## config.mk

```make
export PLATFORM = sky130hd
export DESIGN_NAME = muldiv_unit
export DESIGN_NICKNAME = d
export VERILOG_FILES = /design/src/rtl/muldiv_unit.sv
export SDC_FILE = /design/constraint.sdc
export NUM_CORES = 1
export LEC_CHECK = 0
export CELL_PAD_IN_SITES_DETAIL_PLACEMENT = 1
export CELL_PAD_IN_SITES_GLOBAL_PLACEMENT = 2
export CORE_MARGIN = 2
export CORE_UTILIZATION = 34
export DETAILED_ROUTE_END_ITERATION = 12
export PLACE_DENSITY_LB_ADDON = 0.25
export REMOVE_ABC_BUFFERS = 1
export SLEW_MARGIN = 20
export SYNTH_ARGS = -nofsm -noshare
export SYNTH_HDL_FRONTEND = slang
export SYNTH_SLANG_ARGS = --single-unit
```

## constraint.sdc

```tcl
create_clock -name clk -period 4.6 [get_ports clk]
set_input_delay 1.38 -clock clk [delete_from_list [all_inputs] [get_ports clk]]
set_output_delay 1.38 -clock clk [all_outputs]
set_load 0.01 [all_outputs]
```

## src/rtl/muldiv_unit.sv

```systemverilog
// Iterative radix-2 multiply/divide unit with HI/LO result registers.
// Latency WIDTH+1 cycles from the start edge; a start is accepted only when idle, and cancel has priority over start.
module muldiv_unit #(
  parameter int WIDTH = 32
) (
  input  logic             clk,
  input  logic             reset,
  input  logic             start,
  input  logic [1:0]       op,
  input  logic [WIDTH-1:0] a,
  input  logic [WIDTH-1:0] b,
  input  logic             cancel,
  input  logic             write_hi,
  input  logic             write_lo,
  input  logic [WIDTH-1:0] in_data,
  output logic             busy,
  output logic             done,
  output logic [WIDTH-1:0] hi,
  output logic [WIDTH-1:0] lo
);

  localparam int CW = $clog2(WIDTH + 1);
  localparam int W2 = 2 * WIDTH;

  typedef enum logic [1:0] {S_IDLE, S_CALC, S_FIX} state_t;

  state_t            state_q, state_d;
  logic [CW-1:0]     cnt_q, cnt_d;
  logic              is_div_q, is_div_d;
  logic              neg_res_q, neg_res_d;
  logic              neg_rem_q, neg_rem_d;
  logic              bzero_q, bzero_d;
  logic [WIDTH-1:0]  a_q, a_d;
  logic [WIDTH-1:0]  opnd_q, opnd_d;
  logic [W2-1:0]     acc_q, acc_d;
  logic [WIDTH-1:0]  hi_q, hi_d;
  logic [WIDTH-1:0]  lo_q, lo_d;
  logic              done_q, done_d;

  logic              signed_op, a_neg, b_neg;
  logic [WIDTH-1:0]  mag_a, mag_b;
  logic [WIDTH:0]    mul_sum;
  logic [W2-1:0]     mul_next;
  logic [WIDTH:0]    div_shift, div_diff;
  logic [W2-1:0]     div_next;
  logic [W2-1:0]     prod_fix;
  logic [WIDTH-1:0]  quo_fix, rem_fix;

  // Operand magnitudes; the magnitude of the most-negative value is correct when read as unsigned.
  always_comb begin
    signed_op = ~op[0];
    a_neg     = signed_op & a[WIDTH-1];
    b_neg     = signed_op & b[WIDTH-1];
    mag_a     = a_neg ? (~a + 1'b1) : a;
    mag_b     = b_neg ? (~b + 1'b1) : b;
  end

  // Multiply: acc = {partial, multiplier}; divide: acc = {remainder, dividend/quotient}.
  always_comb begin
    mul_sum   = {1'b0, acc_q[W2-1:WIDTH]} + (acc_q[0] ? {1'b0, opnd_q} : '0);
    mul_next  = {mul_sum, acc_q[WIDTH-1:1]};
    div_shift = acc_q[W2-1:WIDTH-1];
    div_diff  = div_shift - {1'b0, opnd_q};
    div_next  = div_diff[WIDTH] ? {div_shift[WIDTH-1:0], acc_q[WIDTH-2:0], 1'b0}
                                : {div_diff[WIDTH-1:0],  acc_q[WIDTH-2:0], 1'b1};
  end

  always_comb begin
    prod_fix = neg_res_q ? (~acc_q + 1'b1) : acc_q;
    quo_fix  = neg_res_q ? (~acc_q[WIDTH-1:0] + 1'b1) : acc_q[WIDTH-1:0];
    rem_fix  = neg_rem_q ? (~acc_q[W2-1:WIDTH] + 1'b1) : acc_q[W2-1:WIDTH];
  end

  always_comb begin
    state_d   = state_q;
    cnt_d     = cnt_q;
    is_div_d  = is_div_q;
    neg_res_d = neg_res_q;
    neg_rem_d = neg_rem_q;
    bzero_d   = bzero_q;
    a_d       = a_q;
    opnd_d    = opnd_q;
    acc_d     = acc_q;
    hi_d      = hi_q;
    lo_d      = lo_q;
    done_d    = 1'b0;
    case (state_q)
      S_IDLE: begin
        if (write_hi) hi_d = in_data;
        if (write_lo) lo_d = in_data;
        if (start && !cancel) begin
          state_d   = S_CALC;
          cnt_d     = '0;
          is_div_d  = op[1];
          neg_res_d = a_neg ^ b_neg;
          neg_rem_d = a_neg;
          bzero_d   = (b == '0);
          a_d       = a;
          opnd_d    = op[1] ? mag_b : mag_a;
          acc_d     = op[1] ? {{WIDTH{1'b0}}, mag_a} : {{WIDTH{1'b0}}, mag_b};
        end
      end
      S_CALC: begin
        if (cancel) begin
          state_d = S_IDLE;
        end else begin
          acc_d = is_div_q ? div_next : mul_next;
          cnt_d = cnt_q + CW'(1);
          if (cnt_q == CW'(WIDTH - 1)) state_d = S_FIX;
        end
      end
      S_FIX: begin
        state_d = S_IDLE;
        if (!cancel) begin
          done_d = 1'b1;
          if (!is_div_q) begin
            hi_d = prod_fix[W2-1:WIDTH];
            lo_d = prod_fix[WIDTH-1:0];
          end else if (bzero_q) begin
            hi_d = a_q;
            lo_d = '1;
          end else begin
            hi_d = rem_fix;
            lo_d = quo_fix;
          end
        end
      end
      default: state_d = S_IDLE;
    endcase
  end

  always_ff @(posedge clk) begin
    if (reset) begin
      state_q   <= S_IDLE;
      cnt_q     <= '0;
      is_div_q  <= 1'b0;
      neg_res_q <= 1'b0;
      neg_rem_q <= 1'b0;
      bzero_q   <= 1'b0;
      a_q       <= '0;
      opnd_q    <= '0;
      acc_q     <= '0;
      hi_q      <= '0;
      lo_q      <= '0;
      done_q    <= 1'b0;
    end else begin
      state_q   <= state_d;
      cnt_q     <= cnt_d;
      is_div_q  <= is_div_d;
      neg_res_q <= neg_res_d;
      neg_rem_q <= neg_rem_d;
      bzero_q   <= bzero_d;
      a_q       <= a_d;
      opnd_q    <= opnd_d;
      acc_q     <= acc_d;
      hi_q      <= hi_d;
      lo_q      <= lo_d;
      done_q    <= done_d;
    end
  end

  assign busy = (state_q != S_IDLE);
  assign done = done_q;
  assign hi   = hi_q;
  assign lo   = lo_q;

endmodule

```

# Word level (Yosys, flattened, before mapping)
# Cells that the tools add are included.
# word_totals
reg_bits	205
input_bits	104
output_inout_bits	66
word_cells	83
# op_classes
n_addsub	8
n_eq_ne	9
muxes	31
n_bitwise	10
n_reduce_logical	13
# op_table
op	n
2-to-1 mux 32 bit	15
2-to-1 mux 64 bit	5
adder 32 x 1 -> 32 bit, second input constant	4
NOT 32 bit	4
one-hot mux 32 bit (2 select lines)	2
one-hot mux 64 bit (2 select lines)	1
adder 64 x 1 -> 64 bit, second input constant	1
NOT 64 bit	1
adder 32 x 32 -> 33 bit	1
subtractor 33 x 32 -> 33 bit	1
zero test 32 bit	1
2-to-1 mux 6 bit	2
one-hot mux 6 bit (2 select lines)	1
inequality test 2 bit, second input constant	5
AND reduction 3 bit	3
adder 6 x 1 -> 6 bit, second input constant	1
== test 6 x 5 -> 1 bit, second input constant	1
2-to-1 mux 2 bit	3
nonzero test 2 bit	3
one-hot mux 2 bit (2 select lines)	1
AND reduction 2 bit	2
inequality test 3 bit, second input constant	1
bitwise AND 1 bit	2
== test 2 x 1 -> 1 bit, second input constant	1
8 further kinds	9

# Depth between registers and ports, before layout
# Gate-level depths: netlist (run 1).
# logic_depth
depth_word	7
ltp_mapped	15
mapped_depth_nobuf	13

# Least setup slack after synthesis (run 1)
# No wires, ideal clock.
# synth_path
kind	input to register
startpoint	in b[17]
endpoint	reg acc_q[28]
setup_ns	0.060
arrival_time_ns	3.730
required_time_ns	4.540
path_slack_ns	0.809
stages	9
path_buffers	0
path_cell_list	or4_4 or4_4 or4_4 nor4_4 nor2_2 xor2_1 nor2_1 a2111oi_0 a311o_1
# synth_between
elab_chain_len	6
# synth_rtl
element	line	source
start, declared	11	input logic [WIDTH-1:0] b,
NOT 32 bit	55	mag_b = b_neg ? (~b + 1'b1) : b;
adder 32 x 1 -> 32 bit	55	
2-to-1 mux 32 bit	55	
2-to-1 mux 32 bit	100	acc_d = op[1] ? {{WIDTH{1'b0}}, mag_a} : {{WIDTH{1'b0}}, mag_b};
2-to-1 mux 64 bit	91	if (start && !cancel) begin
one-hot mux 64 bit (2 select lines)	87	case (state_q)
end signal, assigned	142	acc_q <= '0;
end signal, assigned	155	acc_q <= acc_d;
end, declared	35	logic [W2-1:0] acc_q, acc_d;
# No other way between the ends. The select of a mux whose other input is x is not followed.
# A chain may end at the register's enable or synchronous reset.

# Worst setup path in the final report (run 1)
# layout_path
startpoint	in a[15]
endpoint	reg opnd_q[29]
# layout_between
elab_chain_len	4
# layout_rtl
element	line	source
start, declared	10	input logic [WIDTH-1:0] a,
NOT 32 bit	54	mag_a = a_neg ? (~a + 1'b1) : a;
adder 32 x 1 -> 32 bit	54	
2-to-1 mux 32 bit	54	
2-to-1 mux 32 bit	99	opnd_d = op[1] ? mag_b : mag_a;
end signal, assigned	154	opnd_q <= opnd_d;
end, declared	34	logic [WIDTH-1:0] opnd_q, opnd_d;
# No other way between the ends.

==> results of run 1 <==
[where the power goes]
part           total [mW]  switching (mW)  internal, mW  leakage, nW
combinational        1.46           0.884         0.573         5.39
clock                2.19           0.876          1.31        0.443
sequential           1.98           0.112          1.87         1.68
total                5.63            1.87          3.76         7.51
[per-layer routing]
layer | vias to the layer above | GRT usage
met3 | 99 | 0.0292
met1 | 9379 | 0.434
li1 | 8761 | -
met5 | - | 0
met2 | 562 | 0.482
met4 | 0 | 0.0976
[final cells by class]
class | count | area (um2) | share of cell area
flip-flops and latches | 205 | 4110 | 0.201
clock inverters | 8 | 95.1 | 0.00464
repair buffers | 277 | 2510 | 0.122
diodes | 1 | 2.50 | 0.000122
clock buffers | 37 | 803 | 0.0392
multi-input cells | 1900 | 11900 | 0.580
well taps | 664 | 831 | 0.0406
inverters | 66 | 248 | 0.0121
[worst max-delay path, cell delays in order]
cell	delay [ps]
clkdlybuf4s50_1	550
nor4_1	660
or3b_2	520
or4_4	580
o41ai_2	260
xnor2_1	220
nor2_1	70
a211oi_1	230
a21oi_1	60
nor2_1	100
[state kept, by name (all words and copies together), names as in the netlist]
signal	count
neg_res_q	1
neg_rem_q	1
state_q	2
is_div_q	1
done	1
bzero_q	1
cnt_q	6
acc_q	64
lo	32
opnd_q	32
a_q	32
hi	32
[final timing paths]
path / to / slack (ps)
worst max-delay path: opnd_q[29] / 470
worst min-delay path: hi[31] / 450
worst max register to register: acc_q[56] / 590
worst min register to register: hi[31] / 450
[cell families (layout without fill, tap and decap cells)]
kind of cell | Yosys count | count (layout) | share of synthesized area
AND/OR/NAND/NOR | 796 | 796 | 0.220
adder cells (fa/ha/maj) | 71 | 71 | 0.0535
AO/OA/AOI/OAI | 782 | 782 | 0.291
other | 0 | 1 | 0
multiplexers | 73 | 73 | 0.0436
buffers and inverters | 250 | 388 | 0.0565
XOR/XNOR | 178 | 178 | 0.0923
flip-flops | 205 | 205 | 0.243
[stage by stage]
stage	setup TNS, ps	cells	util	area [um2]
global route	0	3157	0.418	20500
finish	0	3158	0.418	20500
floorplan	-240130	2171	-	16200
detailed placement	-69.9	3112	0.400	19600
CTS	0	3157	0.418	20500
global placement	-42.8	3112	0.400	19600
[synth_stat cells (7+ instances only)]
master and instances:
o41ai_1 11, o21ai_0 154, xnor2_1 109, o31ai_1 34
nor2_1 210, buf_1 11, nand2b_1 29, o21bai_1 13
nand2_1 304, a31oi_1 26, or3_1 23, or4_1 14
and3_1 10, clkbuf_1 166, a211oi_1 53, dfxtp_1 205
ha_1 69, o21a_1 7, o21ai_1 15, nor3_1 60
nand3_1 48, o211ai_1 39, nor4_1 18, a22oi_1 22
inv_1 65, or2_2 8, xor2_1 69, a21o_1 19
o221ai_1 38, nor2b_1 8, mux2i_1 68, a21oi_1 267
nand4_1 19, o22ai_1 20
==> impl_metrics.toml, run 1 <==
[clock_tree]
htreeDepth = 1
cts_setup_buffers = 0
cts-root-buf = "clkbuf_16"
tritoncts = "built"
cts_resized = 0
holdBufCountCts = 0
cts_buffers = 26
clock_sinks = 205
clk_latency_ps = 570
clkTransAtPathRegs_ps = 50
clock_path_buffers = 3

[layout]
nets = 2651
num-fill-cells = 6077
drive_gt1_frac = 0.0822
final_cell_mix = "nand2_1, a21oi_1, nor2_1, dfxtp_1, clkdlybuf4s50_1"
syn_to_final_growth_pct = 21.2
layout_commonest_cell = "nand2_1"

[synthesis]
ys_top_cells_by_area = "dfxtp_1, a21oi_1, nand2_1"
syn_area_per_cell_um2 = 7.17
synth_top_area_share = 0.243
synthesis.instances = 2355
yosysTopAreaCell = "dfxtp_1"
synthArstFlopShare = 0
synth_ff_type = "dfxtp_1"
synth-edff-count = 0
synth-seq-cells = 205
yosysUniqueCellTypes = 83
seq_area_frac_synth = 0.243
synth_warnings = 0
synth_area_um2 = 16900

[hold_path]
min_path_cells = 2
holdCritPathClass = "register to register"
hp-start = "hi[31]"

[routing]
wl_met1_um = 37200
ant_nets = 0
vias = 18800
wl_met3_um = 4180
drt_iter0_drc = 1519
route.met2.wl_um = 35700
finalWirelength_um = 79800
highest_layer = "met4"
drt-pass1-iter-count = 5
route.detailed.drc = 0
wl_per_cell_um = 25.3
viasPerCell = 5.95

[global_routing]
grt_pass1_wl_um = 119000
globalRouteOverflowTotal = 0
grt_max_degree = 97
antenna_found_initial = 0
grt_usage = 0.305
grt_pass1_vias = 18800

[floorplan]
initial_core_util = 0.345
dieArea_um2 = 51500
rows = 81
die_y_um = 227
design.portCount = 170
die_w_um = 227
core_um2 = 49000

[place]
dp_worst_setup_slack_ps = -51.4
port-buffer-count = 169
place_congestion = 0.950
hpwl_um = 62100

[setup_path]
crit_start = "a[15]"
reg2reg_from = "acc_q[0]"
cp.required_ps = 5100
critPathLaunchType = "input pin"
rr_worst_depth = 13
crit_path_end_kind = "register"
worstPathArrival_ps = 4640
critPathKind = "input pin to register"
worstPathMaxFanout = 5

[timing]
slew_viol_final = 0
fmax_mhz = 242
worstMarginPinSlew_ps = 1030
slew_headroom = 0.310
min_period_ps = 4130
setup_slack_ps = 465
holdWs_ps = 450
rsz0062_at_grt = "false"
setup_viol = 0
finalClockSkew_ps = 12.2
hold_violations = 0
fin_crit_sh = 0.899

[status]
status = "complete, no violations"

[pwr]
peakVddDrop_mv = 0.243
total_power_mw = 5.63
power_density_nw_per_um2 = 275
power_leakage_nw = 7.51

[flow_run]
max_cap_violations = 0
Note: power is estimated with default switching activity, not from simulation.
==> run 2: changes to the inputs <==
--- a/config.mk
+++ b/config.mk
@@ -7,7 +7,6 @@
 export LEC_CHECK = 0
 export CELL_PAD_IN_SITES_DETAIL_PLACEMENT = 1
 export CELL_PAD_IN_SITES_GLOBAL_PLACEMENT = 2
-export CORE_MARGIN = 2
 export CORE_UTILIZATION = 34
 export DETAILED_ROUTE_END_ITERATION = 12
 export PLACE_DENSITY_LB_ADDON = 0.25
==> impl_metrics.toml, run 2 (synthesis results as in run 1) <==
[floorplan]
die_w_um = 225
core_um2 = 49000
initial_core_util = 0.345
rows = 81
design.portCount = 170
die_y_um = 225
dieArea_um2 = 50600

[setup_path]
crit_buf_inv = 1
critPathKind = "input pin to register"
crit_chain = "clkdlybuf4s50_1 -> or4_4 -> or4_4 -> or4_4 -> nor4_4 -> nor2_2 -> xor2_1 -> nor2_1 -> a2111oi_0 -> a311o_1"
critical-path-top-delay-family = "simple AND/OR/NAND/NOR gates"
ff2ff_setup_slack_ps = 660
cp.required_ps = 5110
worstPathArrival_ps = 4490
critical_path.most_common_cell = "or4_4"
critPathLaunchType = "input pin"
critPathMaxStageDelay_ps = 590
worstPathMaxFanout = 3
crit_slowest_cell = "or4_4"
crit_path_end_kind = "register"

[global_routing]
grt_pass1_wl_um = 118000
globalRouteOverflowTotal = 0
grt_pass1_vias = 19100
grt_max_degree = 108
antenna_found_initial = 1
grt_usage = 0.306

[clock_tree]
clock_path_buffers = 3
cts_setup_buffers = 0
cts_resized = 0
clock_sinks = 205
cts-root-buf = "clkbuf_16"
tritoncts = "built"
clkTransAtPathRegs_ps = 60
htreeDepth = 1
clk_latency_ps = 570
cts_buffers = 27
holdBufCountCts = 0

[hold_path]
holdCritPathClass = "register to register"

[layout]
n_antenna_cell = 0
regMostFlops = "acc_q"
fin_area_um2 = 20400
final_cell_mix = "nand2_1, a21oi_1, nor2_1, dfxtp_1, clkdlybuf4s50_1"
seq_area_um2 = 4110
syn_to_final_growth_pct = 20.8
drive_gt1_frac = 0.0758
multi_input_area_um2 = 11900
finalNonFillerCells = 3144
nets = 2636
final_util = 0.417
num-fill-cells = 6077
layout_commonest_cell = "nand2_1"
largest_register_ffs = 64

[place]
port-buffer-count = 169
placed_cell_area_um2 = 19500
dp_cells = 3096
hpwl_um = 61200
place_congestion = 0.954

[flow_run]
max_cap_violations = 0

[timing]
hold_violations = 0
setup_viol = 0
worstMarginPinSlew_ps = 1000
fmax_mhz = 251
slew_headroom = 0.329
slew_viol_final = 0
holdWs_ps = 452
finalClockSkew_ps = 15.0
rsz0062_at_grt = "false"
min_period_ps = 3980
fin_crit_sh = 0.866

[pwr]
total_power_mw = 5.71
peakVddDrop_mv = 0.262
power_leakage_nw = 7.46
power_density_nw_per_um2 = 280

[routing]
drt-pass1-iter-count = 5
viasPerCell = 6.01
wl_per_cell_um = 25.1
vias = 18900
drt_iter0_drc = 1476
finalWirelength_um = 78900
ant_nets = 0
route.detailed.drc = 0

[status]
status = "complete, no violations"
[run 2: cell count changes in the layout (fill, tap and decap cells not counted), sizes merged]
cell	before	now
diode	1	0
clkinvlp	2	0
buf	110	94
clkbuf	37	34
bufinv	2	5
clkinv	5	10
[run 2: cell type report]
class                      count  share of cell area
multi-input combinational   1900               0.582
sequential                   205               0.201
timing repair buffer         261               0.118
tap                          664              0.0407
clock buffer                  34              0.0354
inverter                      66              0.0121
clock inverter                14             0.00975
[run 2: layer usage]
layer	track usage	vias up	wire length [um]
met2	0.499	607	35700
met3	0.0417	118	4750
met4	0.0983	2	2600
met5	0	-	13
met1	0.415	9391	35800
li1	-	8766	-
[run 2: through the flow]
stage	setup TNS, ps	worst slack, ps
global route	0	334
CTS	0	626
global placement	0	70.0
detailed placement	0	71.6
finish	0	617
floorplan	-240130	-4630
[run 2: worst paths after layout]
check	startpoint	to	cells past startpoint
worst max register to register	acc_q[32]	acc_q[46]	13
worst min register to register	hi[10]	hi[10]	2
worst min-delay path	hi[10]	hi[10]	2
worst max-delay path	b[17]	acc_q[28]	10
[run 2: power breakdown]
group          internal, mW  total [mW]  switching (mW)  leakage, nW
combinational         0.573        1.46           0.885         5.32
clock                  1.38        2.27           0.884        0.459
sequential             1.87        1.99           0.116         1.68
total                  3.83        5.71            1.89         7.46
[run 2: worst register-to-register path, stage by stage, from the launching register on]
cell and delay, ps:
dfxtp_1 570, inv_1 240, fa_1 460, nand2b_1 200
a21oi_1 300, o21ai_0 230, o21ai_1 170, buf_4 150
a41oi_1 290, xnor2_2 250, buf_4 340, mux2_2 380
o21ai_0 140, a211oi_1 90
